**src/rtl/cpu_types_pkg.sv**
```systemverilog
// Shared CPU types and constants.
//   CPU_WORD_W / CPU_REG_AW : default datapath and register-file address widths
//   word_t, regbits_t       : datapath word and register index
//   memstate_t              : memory-stage request state (idle, waiting on dhit, halted)
package cpu_types_pkg;

    localparam int CPU_WORD_W = 32;
    localparam int CPU_REG_AW = 5;

    typedef logic [CPU_WORD_W-1:0] word_t;
    typedef logic [CPU_REG_AW-1:0] regbits_t;

    typedef enum logic [1:0] {
        MEM_IDLE,
        MEM_WAIT,
        MEM_HALTED
    } memstate_t;

endpackage

```
**src/rtl/branch_resolve.sv**
```systemverilog
// Combinational control-flow resolver.
//   Branch_i, BNE_i, zero_i : conditional branch, bne sense, ALU zero flag
//   jump_i, jr_i            : j/jal and jr
//   npc_i                   : fall-through PC, driven on redirect_pc when nothing is taken
//   rdat1_i                 : jr target
//   target_i                : j/jal target
//   br_target_i             : branch target
//   redirect, redirect_pc   : redirect request and its PC
// Any gating (stalls, halt) is left to the instantiating stage.
module branch_resolve #(
    parameter int WORD_W = 32
) (
    input  logic              Branch_i,
    input  logic              BNE_i,
    input  logic              zero_i,
    input  logic              jump_i,
    input  logic              jr_i,
    input  logic [WORD_W-1:0] npc_i,
    input  logic [WORD_W-1:0] rdat1_i,
    input  logic [WORD_W-1:0] target_i,
    input  logic [WORD_W-1:0] br_target_i,
    output logic              redirect,
    output logic [WORD_W-1:0] redirect_pc
);

    logic taken;

    // beq takes on zero, bne on non-zero
    assign taken    = Branch_i & (zero_i ^ BNE_i);
    assign redirect = taken | jump_i | jr_i;

    always_comb begin
        if (jr_i)
            redirect_pc = rdat1_i;
        else if (jump_i)
            redirect_pc = target_i;
        else if (taken)
            redirect_pc = br_target_i;
        else
            redirect_pc = npc_i;
    end

endmodule

```
**src/rtl/mem_wb_stage.sv**
```systemverilog
// Memory stage plus MEM/WB pipeline latch.
//   CLK, nRST                  : clock, asynchronous active-low reset
//   *_i                        : EX/MEM latch outputs (held stable while mem_stall)
//   dhit, dmemload             : cache completion and load data
//   dmemREN/WEN/addr/store     : cache request
//   mem_stall                  : hold upstream latches this cycle
//   redirect, redirect_pc      : PC redirect for branch/jump/jr
//   wb_wdat/wb_wsel/wb_WEN     : registered writeback
//   wb_halt                    : registered sticky halt
module mem_wb_stage
    import cpu_types_pkg::*;
#(
    parameter int WORD_W = CPU_WORD_W,
    parameter int REG_AW = CPU_REG_AW
) (
    input  logic              CLK,
    input  logic              nRST,
    input  logic [WORD_W-1:0] npc_i,
    input  logic [WORD_W-1:0] alu_out_i,
    input  logic [WORD_W-1:0] rdat1_i,
    input  logic [WORD_W-1:0] rdat2_i,
    input  logic [WORD_W-1:0] br_target_i,
    input  logic [WORD_W-1:0] target_i,
    input  logic              DRen_i,
    input  logic              DWen_i,
    input  logic              dload_i,
    input  logic              jal_i,
    input  logic              RegW_i,
    input  logic [REG_AW-1:0] RegDest_i,
    input  logic              Branch_i,
    input  logic              BNE_i,
    input  logic              zero_i,
    input  logic              jump_i,
    input  logic              jr_i,
    input  logic              halt_i,
    input  logic              dhit,
    input  logic [WORD_W-1:0] dmemload,
    output logic              dmemREN,
    output logic              dmemWEN,
    output logic [WORD_W-1:0] dmemaddr,
    output logic [WORD_W-1:0] dmemstore,
    output logic              mem_stall,
    output logic              redirect,
    output logic [WORD_W-1:0] redirect_pc,
    output logic [WORD_W-1:0] wb_wdat,
    output logic [REG_AW-1:0] wb_wsel,
    output logic              wb_WEN,
    output logic              wb_halt
);

    memstate_t         state;
    logic              halted;
    logic              active;
    logic              acc;
    logic              br_redirect;
    logic [WORD_W-1:0] br_pc;

    assign halted = (state == MEM_HALTED);
    // Combinational outputs are forced low during reset as well as once halted
    assign active = nRST & ~halted;
    assign acc    = DRen_i | DWen_i;

    // Write wins when both read and write are requested
    assign dmemWEN   = active & DWen_i;
    assign dmemREN   = active & DRen_i & ~DWen_i;
    assign dmemaddr  = active ? alu_out_i : '0;
    assign dmemstore = active ? rdat2_i : '0;

    // dhit with no access outstanding has no effect
    assign mem_stall = active & acc & ~dhit;

    branch_resolve #(
        .WORD_W (WORD_W)
    ) u_branch_resolve (
        .Branch_i    (Branch_i),
        .BNE_i       (BNE_i),
        .zero_i      (zero_i),
        .jump_i      (jump_i),
        .jr_i        (jr_i),
        .npc_i       (npc_i),
        .rdat1_i     (rdat1_i),
        .target_i    (target_i),
        .br_target_i (br_target_i),
        .redirect    (br_redirect),
        .redirect_pc (br_pc)
    );

    // A redirect must not fire while the instruction is still stuck in MEM
    assign redirect    = active & ~mem_stall & br_redirect;
    assign redirect_pc = nRST ? br_pc : '0;

    always_ff @(posedge CLK or negedge nRST) begin
        if (!nRST) begin
            state   <= MEM_IDLE;
            wb_wdat <= '0;
            wb_wsel <= '0;
            wb_WEN  <= 1'b0;
            wb_halt <= 1'b0;
        end else begin
            case (state)
                MEM_HALTED: begin
                    // Terminal until reset; wb_halt stays set
                    wb_WEN <= 1'b0;
                end
                default: begin
                    if (mem_stall) begin
                        // Bubble: data and destination hold, write enable drops
                        state  <= MEM_WAIT;
                        wb_WEN <= 1'b0;
                    end else begin
                        // Zero-wait completion, completion out of WAIT, or no access
                        state   <= halt_i ? MEM_HALTED : MEM_IDLE;
                        wb_wdat <= dload_i ? dmemload : (jal_i ? npc_i : alu_out_i);
                        wb_wsel <= RegDest_i;
                        wb_WEN  <= RegW_i & (RegDest_i != '0);
                        wb_halt <= wb_halt | halt_i;
                    end
                end
            endcase
        end
    end

endmodule

```
**config.mk**
```make
export PLATFORM = sky130hd
export DESIGN_NAME = mem_wb_stage
export DESIGN_NICKNAME = d
export VERILOG_FILES = /design/src/rtl/cpu_types_pkg.sv /design/src/rtl/branch_resolve.sv /design/src/rtl/mem_wb_stage.sv
export SDC_FILE = /design/constraint.sdc
export NUM_CORES = 1
export LEC_CHECK = 0
export CAP_MARGIN = 20
export CORE_AREA = 2 2 148 150
export DETAILED_ROUTE_END_ITERATION = 12
export DIE_AREA = 0 0 150 152
export PLACE_DENSITY_LB_ADDON = 0.12
export SYNTH_ARGS = -nofsm -noshare
export SYNTH_HDL_FRONTEND = slang
export SYNTH_SLANG_ARGS = --single-unit
```
**constraint.sdc**
```tcl
create_clock -name CLK -period 3 [get_ports CLK]
set_clock_uncertainty 0.05 [all_clocks]
set_input_delay 0.3 -clock CLK [delete_from_list [all_inputs] [get_ports CLK]]
set_output_delay 0.3 -clock CLK [all_outputs]
set_load 0.01 [all_outputs]
```
# Yosys cells after proc, flatten, opt, wreduce, memory -nomap -nowiden
# Index checks and enable logic that the tools add are counted.
totals:
  ff_bits: 41
  in_bits: 243
  out_inout_bits: 139
  elab_cells: 39
op_classes:
  n_eq_ne: 1
  n_mux: 12
  bitwise_logic: 19
  n_reduce_logical: 2
ops:
  columns: ["op", "count"]
  rows:
  - ["$mux 32", 8]
  - ["$and 1x1->1", 10]
  - ["$reduce_bool 5->1", 1]
  - ["$mux 2", 2]
  - ["$not 1->1", 4]
  - ["$or 1x1->1", 4]
  - ["$eq 2x2->1 const B", 1]
  - ["$mux 1", 2]
  - ["$reduce_and 2->1", 1]
  - ["$xor 1x1->1", 1]

# Depth between registers and ports, before layout
# Gate-level depths: netlist of the first run.
depth:
  ltp_word: 8
  depth_mapped: 6
  mapped_depth_nobuf: 3

# Cells and area by module
# A second synthesis of the first run with hierarchy kept.
unflattened:
  hier_cells: 453
  hier_area_um2: 3854.9
modules_own_cells:
  columns: ["mod", "instances", "cells_per_inst", "area_per_inst_um2", "seq_area_each_um2"]
  rows:
  - ["mem_wb_stage", 1, 364, 3084.2, 1026.0]
  - ["branch_resolve", 1, 89, 770.7, 0.0]

# Worst setup path after synthesis of the first run
# No wires, ideal clock.
synth_timing:
  kind: "input port to output port"
  start: "input port jump_i"
  end: "output port redirect_pc[0]"
  arrival_time_ns: 1.343
  required_time_ns: 2.650
  path_slack_ns: 1.307
  cell_stages: 6
  n_path_buf: 3
  path_cell_list: "buf_2 > nor2_1 > and4_1 > buf_6 > buf_6 > a221o_1"
synth_via:
  elab_chain_cells: 3
synth_lines:
  columns: ["item", "line", "text"]
  rows:
  - ["from (decl)", "mem_wb_stage.sv:33", "input logic jump_i,"]
  - ["$mux 32", "branch_resolve.sv:35", "else if (jump_i)"]
  - ["$mux 32", "branch_resolve.sv:33", "if (jr_i)"]
  - ["$mux 32", "mem_wb_stage.sv:90", "assign redirect_pc = nRST ? br_pc : '0;"]
  - ["to (decl)", "mem_wb_stage.sv:44", "output logic [WORD_W-1:0] redirect_pc,"]
# Every way passes these cells.

# Final worst setup path of the first run
layout_timing:
  start: "input port jump_i"
  end: "output port redirect_pc[29]"
# The elaborated chain is that of the path after synthesis.

==> flow_metrics.env, run 1 <==
export IMPL_tns_ps=0
export IMPL_synth_seq_area_share_pct=27.6
export IMPL_post_route_min_period_ps=2740
export IMPL_path_depth=6
export IMPL_slowest_delay_ps=640
export IMPL_p_leak_nw=3.26
export IMPL_avgSynthCellArea_um2=8.46
export IMPL_clock_root_buffer="clkbuf_16"
export IMPL_grt_ovfl_total=0
export IMPL_critical_path_required_ps=2650
export IMPL_ioPinCount=382
export IMPL_critPathArrivalTime_ps=2390
export IMPL_drive_above_1_share_pct=7.47
export IMPL_critical_path_max_fanout=31
export IMPL_yosys_warnings=0
export IMPL_dieArea_um2=22800
export IMPL_ir_worst_vdd_v=0.000193
export IMPL_p_seq_share_pct=23.9
export IMPL_p_sw_share_pct=33.6
export IMPL_synth_top_area_share_pct=27.6
export IMPL_drtIter0Drc=207
export IMPL_start_util_pct=17.4
export IMPL_cp_common_cell="clkdlybuf4s50_1"
export IMPL_cts_resized=0
export IMPL_antenna_diode_count=0
export IMPL_crit_type="input pin to output port"
export IMPL_core_um2=21400
export IMPL_wl_um=20400
export IMPL_hold_buffers=0
export IMPL_synth_async_reset_ratio_pct=100
export IMPL_rsz0062_at_grt="false"
export IMPL_maxSlewViolCount=0
export IMPL_worst_pin_slew_ps=950
export IMPL_outcome="completed"
export IMPL_multiInputGateArea_um2=2450
export IMPL_hold_violations=0
export IMPL_r2r_setup_slack_ps=1460
export IMPL_htree_num_levels=2
export IMPL_internal_power_mw=2.62
export IMPL_wire_per_inst_um=19.1
export IMPL_whs_ps=30.3
export IMPL_fin_crit_sh_pct=91.4
export IMPL_critPathLaunchType="input pin"
export IMPL_die_h_um=152
export IMPL_rows=54
export IMPL_drcViolationCount=0
export IMPL_clock_sinks=41
export IMPL_grt_max_degree=75
export IMPL_crit_family="buffers and inverters"
export IMPL_clk_pin_slew_ps=60
export IMPL_via_per_inst=4.51
export IMPL_netlist_cell_type_count=30
export IMPL_clockBufferDepth=2
export IMPL_worstSkewPairLatency_ps=280
export IMPL_portBuffers=381
export IMPL_pwr_share_comb_pct=60.8
export IMPL_final_nets=1033
export IMPL_p_switching_mw=1.32
export IMPL_syn_nets=683
export IMPL_place_congestion=0.784
export IMPL_crit_chain="clkdlybuf4s50_1, buf_4, nand3b_1, a21oi_1, a221o_1, clkdlybuf4s50_1"
export IMPL_synth_main_ff_cell="dfrtp_1"
export IMPL_die_w_um=150
export IMPL_cts_setup_buffers=0
export IMPL_num_vias=4826
export IMPL_ys_ff_latch=41
export IMPL_end_kind="output port"
export IMPL_drt_first_pass_iters=4
export IMPL_synthCells=440
export IMPL_synth_area_leader_cell="dfrtp_1"
export IMPL_ant_nets=0
export IMPL_synthToLayoutAreaGrowth_pct=113
export IMPL_cp_buffers_inverters=3
export IMPL_numCtsBuffers=5
export IMPL_final_seq_area_um2=1030
export IMPL_grt_pass1_wl_um=29800
export IMPL_power_frac_clock_pct=15.3
export IMPL_dp_hpwl_um=16300
export IMPL_hold_class="input pin to async pin"
export IMPL_reg2reg_depth=4
export IMPL_power_density_nw_per_um2=497
export IMPL_antenna_found_initial=1
export IMPL_first_global_vias=5083
export IMPL_max_cap_violations=0
export IMPL_setup_violations=0
export IMPL_cp_slowest_cell="clkdlybuf4s50_1"
export IMPL_synth_area_um2=3720
export IMPL_grtUsageTotal_pct=17.0
export IMPL_synth_edff_count=0
export IMPL_synth_area_leaders="dfrtp_1, and3_1, mux2i_1"
export IMPL_relSlewSlack_pct=36.7
export IMPL_cts_tree="built"
export IMPL_fillers=2201
export IMPL_fmax_ghz=0.365
-- flip-flops by register name, summed over array words and instances, names as in the netlist --
signal   cells
wb_wdat     32
wb_wsel      5
state        2
wb_WEN       1
wb_halt      1
-- kinds of logic after synthesis --
group	count (synthesis)	share of synthesized area (%)
simple gates	173	25.7
compound gates	104	19.5
mux	69	19.8
buf+inv	52	7.02
flops	41	27.6
xor+xnor	1	0.437
-- worst paths after layout --
check / startpoint / endpoint
setup / recovery: jump_i / redirect_pc[29]
hold / removal: nRST / state[1]
setup reg to reg: state[1] / wb_wdat[19]
hold reg to reg: wb_halt / wb_halt
max in group asynchronous: nRST / wb_wdat[19]
min in group CLK: wb_halt / wb_halt
-- layer usage --
layer | share of wire, % | track usage (%)
met3 | 8.3 | 3.78
met4 | 1.8 | 4.18
met1 | 39 | 19.4
met5 | 0.083 | 0
met2 | 51 | 31.6
-- layout make-up --
class | instances | share of cell area (%)
repair buffers | 394 | 49.7
inverters | 1 | 0.0473
flip-flops and latches | 41 | 12.9
multi-input cells | 347 | 30.9
clock buffers | 5 | 1.58
well taps | 280 | 4.42
clock inverters | 2 | 0.442
-- cells in the final DEF, fill, tap and decap left out --
master / synthesis / final
clkdlybuf4s50_1: 0 / 377
and3_1: 68 / 68
nand2_1: 67 / 67
dfrtp_1: 41 / 41
nand3b_1: 32 / 32
a21oi_1: 33 / 32
mux2i_1: 32 / 32
o21ai_0: 32 / 32
a221o_1: 30 / 30
mux2_2: 28 / 28
buf_4: 0 / 10
mux2_1: 9 / 9
clkbuf_16: 0 / 5
buf_12: 0 / 4
buf_2: 11 / 3
a21o_1: 2 / 2
xor2_2: 1 / 1
nor2_1: 1 / 1
inv_1: 1 / 1
a2111oi_0: 1 / 1
a311o_2: 1 / 1
and4_1: 1 / 1
a2111oi_4: 1 / 1
nand2b_2: 0 / 1
o21ba_2: 1 / 1
a211oi_1: 1 / 1
a221o_2: 1 / 1
nor3b_1: 1 / 1
or3_1: 1 / 1
nor2b_1: 1 / 1
a21oi_4: 0 / 1
o311a_1: 1 / 1
bufinv_16: 0 / 1
clkinv_2: 0 / 1
-- cell usage after synthesis, types with 2 or more instances --
library cell / n
and3_1: 68
nand2_1: 67
dfrtp_1: 41
a21oi_1: 33
mux2i_1: 32
nand3b_1: 32
o21ai_0: 32
a221o_1: 30
clkbuf_1: 30
mux2_2: 28
buf_2: 11
mux2_1: 9
buf_6: 7
buf_1: 3
a21o_1: 2
-- per-stage QoR --
step | instances | utilization (%) | worst slack [ps] | power (mW) | cell area (um^2)
floorplan | 440 | - | 1310 | 1.90 | 3720
global placement | 1063 | 36.4 | 279 | 3.35 | 7770
detailed placement | 1063 | 36.4 | 257 | 3.39 | 7770
CTS | 1070 | 37.2 | 250 | 4.02 | 7930
global route | 1070 | 37.2 | 135 | 4.18 | 7930
finish | 1070 | 37.2 | 258 | 3.94 | 7930
-- power by group through the flow --
stage | clock network [mW] | logic [mW] | registers, mW
3_5_place_dp | 0 | 2.44 | 0.953
4_1_cts | 0.625 | 2.45 | 0.947
5_1_grt | 0.646 | 2.55 | 0.979
3_3_place_gp | 0 | 2.41 | 0.941
6_report | 0.601 | 2.40 | 0.943
2_1_floorplan | 0 | 0.829 | 1.07
Power figures use the tool's default switching activity.
==> run 2: changes to the inputs <==
Settings changed: CORE_AREA 2 2 148 150 to 8 8 142 144.
==> run 2 against run 1 <==
Routed wire length increased by 8.9%. Flip-flop and latch count unchanged. Design area decreased by 0.25%. First-iteration DRC count decreased by 5.3%. Final cell count decreased by 3.9%. Register-to-register slack improved by 30 ps. Die area unchanged. Critical path type unchanged.
==> flow_metrics.env, run 2 (synthesis results as in run 1) <==
export IMPL_die_h_um=152
export IMPL_pwr_share_comb_pct=60.7
export IMPL_fin_ws_ps=144
export IMPL_regMostFlops="wb_wdat"
export IMPL_synthToLayoutAreaGrowth_pct=113
export IMPL_internal_power_mw=2.63
export IMPL_drt_first_pass_iters=4
export IMPL_rows=49
export IMPL_p_sw_share_pct=34.1
export IMPL_p_switching_mw=1.36
export IMPL_core_um2=17800
export IMPL_clock_sinks=41
export IMPL_crit_type="input pin to output port"
export IMPL_grt_ovfl_total=0
export IMPL_fillers=1715
export IMPL_grt_pass1_wl_um=33100
export IMPL_maxSlewViolCount=0
export IMPL_stdcell_area_um2=7910
export IMPL_rsz0062_at_grt="false"
export IMPL_tns_ps=0
export IMPL_clk_pin_slew_ps=60
export IMPL_die_w_um=150
export IMPL_p_seq_share_pct=23.7
export IMPL_via_per_inst=4.80
export IMPL_drive_above_1_share_pct=8.27
export IMPL_multiInputGateArea_um2=2450
export IMPL_r2r_setup_slack_ps=1490
export IMPL_hold_class="register to register"
export IMPL_critical_path_max_fanout=17
export IMPL_finalNonFillerCells=1028
export IMPL_fin_crit_sh_pct=95.2
export IMPL_grtUsageTotal_pct=18.6
export IMPL_dp_hpwl_um=18500
export IMPL_ir_worst_vdd_v=0.000301
export IMPL_worstSkewPairLatency_ps=280
export IMPL_place_congestion=0.805
export IMPL_largest_register_ffs=32
export IMPL_power_density_nw_per_um2=504
export IMPL_wire_per_inst_um=21.7
export IMPL_clockBufferDepth=2
export IMPL_portBuffers=381
export IMPL_end_kind="output port"
export IMPL_antenna_found_initial=2
export IMPL_post_route_min_period_ps=2860
export IMPL_fmax_ghz=0.350
export IMPL_grt_max_degree=52
export IMPL_final_seq_area_um2=1030
export IMPL_final_nets=1040
export IMPL_critical_path_required_ps=2650
export IMPL_place_area_um2=7730
export IMPL_first_global_vias=5497
export IMPL_ioPinCount=382
export IMPL_cts_setup_buffers=0
export IMPL_wl_um=22300
export IMPL_reg_largest_list="wb_wdat (32), wb_wsel (5), state (2)"
export IMPL_max_cap_violations=0
export IMPL_final_common_cell="clkdlybuf4s50_1"
export IMPL_power_frac_clock_pct=15.6
export IMPL_relSlewSlack_pct=53.9
export IMPL_outcome="completed"
export IMPL_mostFrequentLayoutCells="clkdlybuf4s50_1, and3_1, nand2_1"
export IMPL_setup_violations=0
export IMPL_clock_root_buffer="clkbuf_16"
export IMPL_pre_cts_slack_ps=141
export IMPL_ant_nets=0
export IMPL_hold_violations=0
export IMPL_cts_tree="built"
export IMPL_worst_pin_slew_ps=691
export IMPL_num_vias=4932
export IMPL_drcViolationCount=0
export IMPL_critPathLaunchType="input pin"
export IMPL_p_total_mw=3.99
export IMPL_drtIter0Drc=196
export IMPL_numCtsBuffers=5
export IMPL_dp_cells=1018
export IMPL_p_leak_nw=3.29
export IMPL_critPathArrivalTime_ps=2510
export IMPL_start_util_pct=20.9
export IMPL_htree_num_levels=2
export IMPL_dieArea_um2=22800
[run 2: through the flow]
stage	utilization, %	hold WS (ps)
after floorplan	-	-45.6
after global placement	43.5	256
after detailed placement	43.5	260
after CTS	44.5	413
after global routing	44.5	436
final	44.5	406
[run 2: what timing repair did]
action | CTS | global route
hold endpoints to repair | 13 | 0
hold buffers | 1 | 0
resized for setup | 0 | 0
endpoints found under the setup margin | 0 | 0
[run 2: layout make-up]
type | count | share of cell area, %
antenna | 1 | 0.0316
clock buffer | 5 | 1.58
clock inverter | 3 | 0.585
inverter | 1 | 0.0474
multi-input combinational | 347 | 31.0
sequential | 41 | 13.0
tap | 229 | 3.62
timing repair buffer | 401 | 50.2
[run 2: final timing paths]
| check | depth (start not counted) | startpoint | to |
|---|---|---|---|
| hold / removal | 1 | wb_halt | wb_halt |
| max in group asynchronous | 3 | nRST | wb_wdat[17] |
| setup / recovery | 7 | nRST | redirect_pc[21] |
| hold reg to reg | 1 | wb_halt | wb_halt |
| min in group asynchronous | 3 | nRST | wb_wdat[20] |
| setup reg to reg | 4 | state[1] | wb_wdat[20] |
[run 2: critical path: stages]
cell	delay, ps
dlygate4sd3_1	560
buf_4	150
inv_1	90
a2111oi_4	320
buf_4	320
a221o_1	190
clkdlybuf4s50_1	550
[run 2: routing by layer]
metal	GRT usage, %	routed length (um)	up-vias
li1	-	-	2346
met1	19.8	8320	2297
met2	33.8	11300	261
met3	6.21	2210	26
met4	5.05	418	2
met5	0	13	-
[run 2: power by group through the flow]
stage | Clock, mW | Sequential (mW) | Combinational [mW]
4_1_cts | 0.648 | 0.951 | 2.47
2_1_floorplan | 0 | 1.07 | 0.829
3_3_place_gp | 0 | 0.944 | 2.45
6_report | 0.622 | 0.945 | 2.42
3_5_place_dp | 0 | 0.959 | 2.45
5_1_grt | 0.668 | 0.985 | 2.58
==> run 3: changes to the inputs <==
Settings changed: CAP_MARGIN 20 to 10, CORE_AREA 8 8 142 144 to 2 2 148 150.
==> results of run 3 <==
No change in the layout: final DEF, timing and power equal those of run 1.
